### config.mk
export PLATFORM = sky130hd
export DESIGN_NAME = data_gen_wrapper
export DESIGN_NICKNAME = d
export VERILOG_FILES = /design/src/rtl/data_gen_pkg.sv /design/src/rtl/sync_fifo.sv /design/src/rtl/data_gen_wrapper.sv
export SDC_FILE = /design/constraint.sdc
export NUM_CORES = 2
export LEC_CHECK = 0
export BUFFER_PORTS_ARGS = -buffer_cell sky130_fd_sc_hd__buf_2
export CORE_UTILIZATION = 37
export DETAILED_ROUTE_END_ITERATION = 10
export HOLD_SLACK_MARGIN = 0.1
export PLACE_DENSITY_LB_ADDON = 0.05
export REMOVE_ABC_BUFFERS = 1
export SLEW_MARGIN = 20
export SYNTH_ARGS = -nofsm -noshare
export SYNTH_HDL_FRONTEND = slang
export SYNTH_SLANG_ARGS = --single-unit
### constraint.sdc
create_clock -name clk -period 3.1 [get_ports clk]
set_input_delay 0.155 -clock clk [delete_from_list [all_inputs] [get_ports clk]]
set_output_delay 0.155 -clock clk [all_outputs]
set_load 0.02 [all_outputs]
### src/rtl/data_gen_pkg.sv
// Shared constants and types for the packet stimulus source:
// LFSR seed/taps, descriptor field layout and the sender FSM states.
package data_gen_pkg;

    localparam logic [31:0] LFSR_SEED = 32'h0000_0001;
    localparam logic [31:0] LFSR_MASK = 32'h8020_0003;

    localparam int LEN_LSB   = 7;
    localparam int LEN_W     = 6;
    localparam int START_LSB = 13;
    localparam int START_W   = 5;

    typedef enum logic [2:0] {
        S_IDLE,
        S_SOP,
        S_HDR,
        S_PAY,
        S_EOP
    } state_t;

endpackage

### src/rtl/sync_fifo.sv
// Synchronous descriptor FIFO; rd_data is registered and holds the popped
// word from the cycle after the pop.
module sync_fifo #(
    parameter int WIDTH  = 32,
    parameter int ADDR_W = 5
) (
    input  logic             clk,
    input  logic             rst_n,
    input  logic             push,
    input  logic [WIDTH-1:0] push_data,
    input  logic             pop,
    output logic [WIDTH-1:0] rd_data,
    output logic             full,
    output logic             empty
);

    localparam int DEPTH = 1 << ADDR_W;

    logic [WIDTH-1:0]  mem [DEPTH];
    logic [ADDR_W-1:0] wr_ptr;
    logic [ADDR_W-1:0] rd_ptr;
    logic [ADDR_W:0]   count;
    logic              do_push;
    logic              do_pop;

    assign full    = (count == {1'b1, {ADDR_W{1'b0}}});
    assign empty   = (count == '0);
    assign do_push = push && !full;
    assign do_pop  = pop && !empty;

    always_ff @(posedge clk) begin
        if (do_push) begin
            mem[wr_ptr] <= push_data;
        end
    end

    always_ff @(posedge clk) begin
        if (rst_n) begin
            wr_ptr  <= '0;
            rd_ptr  <= '0;
            count   <= '0;
            rd_data <= '0;
        end else begin
            if (do_push) begin
                wr_ptr <= wr_ptr + 1'b1;
            end
            if (do_pop) begin
                rd_data <= mem[rd_ptr];
                rd_ptr  <= rd_ptr + 1'b1;
            end
            case ({do_push, do_pop})
                2'b10:   count <= count + 1'b1;
                2'b01:   count <= count - 1'b1;
                default: count <= count;
            endcase
        end
    end

endmodule

### src/rtl/data_gen_wrapper.sv
// Self-contained packet source: LFSR descriptors feed a FIFO, and a sender
// FSM frames each one as sop, header, payload beats from RAM, eop.
module data_gen_wrapper
    import data_gen_pkg::*;
#(
    parameter int GEN_INF_W   = 32,
    parameter int FIFO_ADDR_W = 5,
    parameter int RAM_ADDR_W  = 5,
    parameter int DW          = 32
) (
    input  logic          clk,
    input  logic          rst_n,
    output logic [15:0]   fetch_n,
    output logic          o_sop,
    output logic          o_vld,
    output logic [DW-1:0] o_data,
    output logic          o_eop
);

    localparam int RAM_DEPTH = 1 << RAM_ADDR_W;
    localparam int BYTES     = DW / 8;

    state_t                state;
    state_t                state_nxt;
    logic [31:0]           lfsr;
    logic [31:0]           lfsr_next;
    logic [RAM_ADDR_W-1:0] init_cnt;
    logic                  init_done;
    logic                  push;
    logic                  pop;
    logic                  fifo_full;
    logic                  fifo_empty;
    logic [GEN_INF_W-1:0]  fifo_rd;
    logic [GEN_INF_W-1:0]  desc_q;
    logic [DW-1:0]         ram [RAM_DEPTH];
    logic [DW-1:0]         ram_q;
    logic [RAM_ADDR_W-1:0] rd_addr;
    logic [LEN_W-1:0]      beat_cnt;
    logic [LEN_W-1:0]      len_m1;
    logic [START_W-1:0]    start_f;

    assign lfsr_next = (lfsr >> 1) ^ (lfsr[0] ? LFSR_MASK : 32'h0);
    assign push      = init_done && !fifo_full;
    assign len_m1    = desc_q[LEN_LSB +: LEN_W];
    assign start_f   = fifo_rd[START_LSB +: START_W];

    sync_fifo #(
        .WIDTH  (GEN_INF_W),
        .ADDR_W (FIFO_ADDR_W)
    ) u_fifo (
        .clk       (clk),
        .rst_n     (rst_n),
        .push      (push),
        .push_data (lfsr[GEN_INF_W-1:0]),
        .pop       (pop),
        .rd_data   (fifo_rd),
        .full      (fifo_full),
        .empty     (fifo_empty)
    );

    // The read port runs every cycle; rd_addr is aimed one beat ahead so
    // payload beats come out back-to-back.
    always_ff @(posedge clk) begin
        if (!rst_n && !init_done) begin
            ram[init_cnt] <= {BYTES{8'(init_cnt)}};
        end
        ram_q <= ram[rd_addr];
    end

    always_ff @(posedge clk) begin
        if (rst_n) begin
            state <= S_IDLE;
        end else begin
            state <= state_nxt;
        end
    end

    always_ff @(posedge clk) begin
        if (rst_n) begin
            init_cnt  <= '0;
            init_done <= 1'b0;
            lfsr      <= LFSR_SEED;
            fetch_n   <= '0;
            desc_q    <= '0;
            rd_addr   <= '0;
            beat_cnt  <= '0;
        end else begin
            if (!init_done) begin
                init_cnt <= init_cnt + 1'b1;
                if (&init_cnt) begin
                    init_done <= 1'b1;
                end
            end
            if (push) begin
                lfsr <= lfsr_next;
            end
            if (pop) begin
                fetch_n <= fetch_n + 1'b1;
            end
            if (state == S_SOP) begin
                desc_q  <= fifo_rd;
                rd_addr <= start_f[RAM_ADDR_W-1:0];
            end else begin
                rd_addr <= rd_addr + 1'b1;
            end
            if (state == S_HDR) begin
                beat_cnt <= '0;
            end else if (state == S_PAY) begin
                beat_cnt <= beat_cnt + 1'b1;
            end
        end
    end

    always_comb begin
        state_nxt = state;
        pop       = 1'b0;
        o_sop     = 1'b0;
        o_vld     = 1'b0;
        o_eop     = 1'b0;
        o_data    = '0;
        case (state)
            S_IDLE: begin
                if (!fifo_empty) begin
                    pop       = 1'b1;
                    state_nxt = S_SOP;
                end
            end
            S_SOP: begin
                o_sop     = 1'b1;
                state_nxt = S_HDR;
            end
            S_HDR: begin
                o_vld     = 1'b1;
                o_data    = DW'(desc_q);
                state_nxt = S_PAY;
            end
            S_PAY: begin
                o_vld  = 1'b1;
                o_data = ram_q;
                if (beat_cnt == len_m1) begin
                    state_nxt = S_EOP;
                end
            end
            S_EOP: begin
                o_eop     = 1'b1;
                state_nxt = S_IDLE;
            end
            default: state_nxt = S_IDLE;
        endcase
    end

endmodule

# Word-level counts from Yosys, hierarchy flattened
# Memory sizes are Yosys's and may differ from the RTL's. A register that Yosys moved wholly into a read port is not among the register bits.
# Index checks and enable logic that the tools add are counted.
# classes
n_addsub,8
eq_ne,10
muxes,18
bitwise,1
reduce_logical,15
# ops
operator,n
case mux 32 bit (2 select lines),1
2-to-1 mux 32 bit,1
XOR 31 x 32 -> 32 bit,1
"adder 5 x 1 -> 5 bit, second input constant",4
"adder 16 x 1 -> 16 bit, second input constant",1
"adder 6 x 1 -> 6 bit, second input constant",2
case mux 3 bit (4 select lines),1
case mux 6 bit (2 select lines),1
2-to-1 mux 1 bit,11
"equality test 3 x 2 -> 1 bit, second input constant",2
equality test 6 bit,1
"equality test 6 bit, second input constant",1
zero test 6 bit,1
2-to-1 mux 3 bit,2
"subtractor 6 x 1 -> 6 bit, second input constant",1
2-to-1 mux 5 bit,1
AND reduction 5 bit,1
logical AND 1 bit,4
zero test 1 bit,4
OR reduction 2 bit,2
"equality test 3 x 1 -> 1 bit, second input constant",1
"equality test 3 bit, second input constant",1
zero test 3 bit,1
"equality test 2 x 1 -> 1 bit, second input constant",1
5 further kinds,5
# totals
ff_bits,148
mem_bits_rw,1664
in_bits,2
out_inout_bits,51
word_cells,66
memories,2
# mem_list
name,words,word_bits,rd,rd_clocked_by_memory_dff,wr,line_no,text
u_fifo.mem,32,32,1,1,1,sync_fifo.sv:19,logic [WIDTH-1:0] mem [DEPTH];
ram,32,20,1,1,1,data_gen_wrapper.sv:35,logic [DW-1:0] ram [RAM_DEPTH];

# Longest topological paths before layout
# depth
ltp_word,6
mapped_depth,15
depth_no_buf,11

# Cells and area by module
# From an unflattened synthesis, not the netlist that was laid out.
# unflattened
cells_unflattened,2759
hier_area_um2,51166.6
# modules_own_cells
mod,instances,cells_per_inst,area_each_um2,seq_area_each_um2
sync_fifo,1,1905,40680.3,31710.4
data_gen_wrapper,1,854,10486.3,6906.6

# Worst setup path after synthesis
# No wires, ideal clock.
# synth_timing
path_kind,register -> register
from,register u_fifo.count[1]
to,"memory u_fifo.mem[28][0], enable pin"
setup_ns,0.421
t_arrival_ns,2.781
required_time_ns,2.679
path_slack_ns,-0.102
stages_incl_launch_ff,8
path_buffers,3
period_less_slack_ns,3.202
cell_sequence,dfxtp_1 -> clkbuf_1 -> or4_1 -> o21a_1 -> clkbuf_1 -> buf_2 -> nand2_1 -> nor2_1
# synth_between
elab_chain_cells,6
# synth_rtl
element,line_no,text
start: declaration,sync_fifo.sv:22,logic [ADDR_W:0] count;
start signal: assignment,sync_fifo.sv:52,2'b10: count <= count + 1'b1;
start signal: assignment,sync_fifo.sv:53,2'b01: count <= count - 1'b1;
start signal: assignment,sync_fifo.sv:54,default: count <= count;
equality test 6 bit (*),sync_fifo.sv:26,"assign full = (count == {1'b1, {ADDR_W{1'b0}}});"
zero test 1 bit (*),"sync_fifo.sv:28, data_gen_wrapper.sv:43",
logical AND 1 bit,data_gen_wrapper.sv:43,assign push = init_done && !fifo_full;
logical AND 1 bit (*),sync_fifo.sv:28,assign do_push = push && !full;
2-to-1 mux 1 bit (*),sync_fifo.sv:32,if (do_push) begin
2-to-1 mux 1 bit (not written as such) (*),sync_fifo.sv:33,mem[wr_ptr] <= push_data;
end: declaration,sync_fifo.sv:19,
# Mark *: on every way between the ends. The rest lies on a longest branch, timed or not.

# Worst setup path after layout
# layout_timing
from,register u_fifo.count[0]
to,register u_fifo.count[4]
# layout_between
elab_chain_cells,6
word_cells_on_any_way,15
classes_between,add/sub (2); eq/ne (3); mux (3); reduce/logical (7)
# layout_rtl
element,line_no,text
zero test 6 bit / equality test 6 bit (equally long branches),"sync_fifo.sv:27, sync_fifo.sv:26",
2-to-1 mux 1 bit / zero test 1 bit (equally long branches),"data_gen_wrapper.sv:123, sync_fifo.sv:28, data_gen_wrapper.sv:43",
2-to-1 mux 1 bit / logical AND 1 bit (equally long branches),"data_gen_wrapper.sv:121, data_gen_wrapper.sv:43",
"logical AND 1 bit, on equally long branches","sync_fifo.sv:29, sync_fifo.sv:28",
equality test 2 x 1 -> 1 bit / equality test 2 bit (equally long branches),sync_fifo.sv:51,"case ({do_push, do_pop})"
case mux 6 bit (2 select lines) / nonzero test 2 bit (equally long branches),-,
# Several ways; a longest one is shown, not always the timed one.
# A chain may end at the register's enable or synchronous reset.

==> run_results.csv <==
group,metric,value,unit
finish,multi_input_area,12100,sq um
finish,final_nets,3068,
timing,report.final.setup_viol,0,
timing,skew,0.0262,ns
placed_design,detailedPlacementHpwl,86400,microns
critical_path,critPathKind,"reg2reg",
cts,htreeDepth,4,
critical_path,critPathMaxFanout,10,
timing,slew-limit-headroom,24.8,%
yosys,yosysTopAreaCell,"edfxtp_1",
power,vdd_drop_max,0.000470,V
timing,hold_ws,0.332,ns
power,p_int,33.2,mW
power,swShare,26.0,%
power,p_sw,11.7,mW
timing,fmax,342,MHz
floorplan,die_w,374,microns
timing,tns,0,ns
global_routing,grt_pass1_wl,204000,microns
yosys,synth-main-ff-cell,"edfxtp_1",
yosys,yosysMostFrequentCell,"edfxtp_1",
power,seq_power_share,44.8,%
critical_path,critPathLaunchType,"flop",
critical_path,arrival,3.57,ns
yosys,synth-seq-area-share,75.4,%
power,power_density,749,nW/um^2
yosys,synth_compound_area_share,3.99,%
critical_path,worstSetupEndpointType,"flop",
floorplan,initial_core_util,37.3,%
detailed_routing,drc_errors,0,
detailed_routing,vias,26900,
cts,clock_path_buffers,3,
global_routing,antenna_found_initial,4,
yosys,ys_top_cells_by_area,"edfxtp_1, mux4_2, dfxtp_1",
critical_path,critical_path_required,3.75,ns
finish,syn2layout_area_growth,17.1,%
yosys,synth.avg_cell_area,17.9,sq um
timing,worst-slew-pin-transition,1.12,ns
global_routing,grt_pass1_vias,28000,
floorplan,core_area,137000,sq um
yosys,yosys.area_share.adder,0.391,%
yosys,synth-simple-area-share,4.69,%
finish,n_fill_cell,11800,
detailed_routing,drt_iter0_markers,2141,
critical_path,worst_path_max_delay_cell,"or4_1",
placed_design,placement.io_buffers,52,
global_routing,grt_max_degree,58,
critical_path,crit_path_frequent_cell,"ha_2",
timing,period_minus_slack,2.92,ns
yosys,synth_xor_area_share,0.753,%
timing,maxSlewViolCount,0,
yosys,synth_top_cell_area_share,69.4,%
placed_design,placed_area,55100,sq um
detailed_routing,drt_wl_total,142000,microns
finish,drive_above_1_share,22.7,%
cts,cts_setup_buffers,0,
global_routing,grt.overflow.total,0,
detailed_routing,viasPerCell,5.40,
finish,fin_cells,4973,
critical_path,critPathMaxStageDelay,0.55,ns
yosys,synth_top_family_by_area,"multiplexers",
cts,cts_num_sinks,1337,
floorplan,dieArea,140000,sq um
cts,clk_latency,0.77,ns
timing,hold_viol,0,
floorplan,die_h,374,microns
yosys,synth-warning-count,0,
yosys,netlist_area,51200,sq um
power,clock_power_share,38.9,%
cts,cts_tree,"done",
timing,fin_crit_sh,94.2,%
power,power_leakage,19.1,nW
floorplan,top_level_ports,53,
outcome,status,"complete, no violations",
yosys,synth_commonest_cells,"edfxtp_1, nand2_1, mux4_2",
critical_path,critical_path.cell_chain,"or4_1, o21a_2, inv_2, ha_2, xor2_1, ha_2, a21oi_1, o22ai_1, nand2_1, a31oi_1, mux2_2",
yosys,muxShareOfSynthArea,13.2,%
timing,grt_setup_unrepaired,"false",
global_routing,track_usage,20.5,%
placed_design,place_inst,4691,
finish,design_area,60000,sq um
yosys,synth-edff-count,1184,
min_path,worstHoldPathType,"in2reg",
detailed_routing,first_pass_iters,7,
yosys,yosysUniqueCellTypes,46,
power,combPwrFrac,16.3,%
yosys,synth-seq-cells,1337,
cts,path_clk_slew,0.06,ns
finish,seq_area,38700,sq um
cts,cts_buffers,150,
yosys,netlist_instances,2855,
floorplan,rows,136,
placed_design,gp_congestion,0.775,
yosys,synthArstFlopShare,0,%
cts,cts_root_buf,"clkbuf_16",
detailed_routing,ant_nets,0,
power,p_total,44.9,mW
job,drv_cap,0,
detailed_routing,wire_per_inst,28.5,microns
[layer usage]
metal	wire length (microns)	GRT usage, %
met5	13	0
met4	3540	6.24
met3	6650	3.38
met2	68900	33.5
met1	62500	28.0
[power groups by stage]
stage	Clock, mW	Combinational, mW	Sequential (mW)
finish	17.5	7.33	20.1
global route	18.5	7.87	20.2
CTS	17.9	7.49	20.2
detailed placement	0	7.47	20.5
global placement	0	7.47	20.5
floorplan	0	3.91	20.9
[state kept, by name, summed over array words and instances (netlist names), 3 cells and up]
name,count
beat_cnt,6
state,3
desc_q,32
init_cnt,5
lfsr,32
u_fifo.rd_data,32
ram_q,5
u_fifo.rd_ptr,5
ram,160
u_fifo.count,6
rd_addr,5
u_fifo.wr_ptr,5
fetch_n,16
u_fifo.mem,1024
[cell usage in the layout (no fill, tap or decap), types with 64 or more instances in the layout]
cell,n
clkbuf_16,154
nand2_1,246
a22oi_1,64
mux4_2,210
buf_4,119
nor2_1,143
mux2i_1,196
edfxtp_1,1184
a21oi_1,130
dfxtp_1,134
[layout make-up]
cell class	count	share of cell area, %
flip-flops and latches	1337	64.4
multi-input cells	1332	20.2
clock buffers	208	7.00
well taps	1794	3.74
repair buffers	216	3.43
clock inverters	71	1.11
inverters	13	0.0813
diodes	2	0.00834
[critical path: cells and delay by family (launching register included)]
family                   cells  cell delay [ns]
multiplexers                 1             0.35
AO/OA/AOI/OAI                4             0.67
XOR/XNOR                     1             0.22
buffers and inverters        1             0.08
adder cells (fa/ha/maj)      2             0.53
flip-flops                   1             0.31
AND/OR/NAND/NOR              2             0.64
[through the flow]
step           utilization [%]  worst slack, ns
6_report                  43.7            0.180
5_1_grt                   43.7           0.0564
4_1_cts                   43.7            0.113
3_5_place_dp              40.1            0.141
3_3_place_gp              40.1            0.136
2_1_floorplan                -           -11.88
[kinds of logic after synthesis]
kind of cell / after synthesis
DFF: 1337
and+or+nand+nor: 552
muxes: 413
AOI/OAI and AO/OA: 307
buffers and inverters: 186
xor gates and xnor gates: 44
adders and majority gates: 16
[timing repair]
item                                    4_1_cts  5_1_grt
endpoints found under the setup margin        0        1
endpoints found under the hold margin        16        0
hold buffers                                  1        0
resized for setup                             0        2
[worst paths after layout]
| check | from | to | slack [ns] | cells past startpoint |
|---|---|---|---|---|
| min | rst_n | fetch_n[6]$_SDFFE_PP0P_ | 0.33 | 3 |
| max | u_fifo.count[0]$_SDFFE_PP0P_ | u_fifo.count[4]$_SDFFE_PP0P_ | 0.18 | 11 |
| min reg2reg | desc_q[22]$_SDFFE_PP0P_ | desc_q[22]$_SDFFE_PP0P_ | 0.45 | 2 |
| max reg2reg | u_fifo.count[0]$_SDFFE_PP0P_ | u_fifo.count[4]$_SDFFE_PP0P_ | 0.18 | 11 |
(Power assumes the default switching activity.)
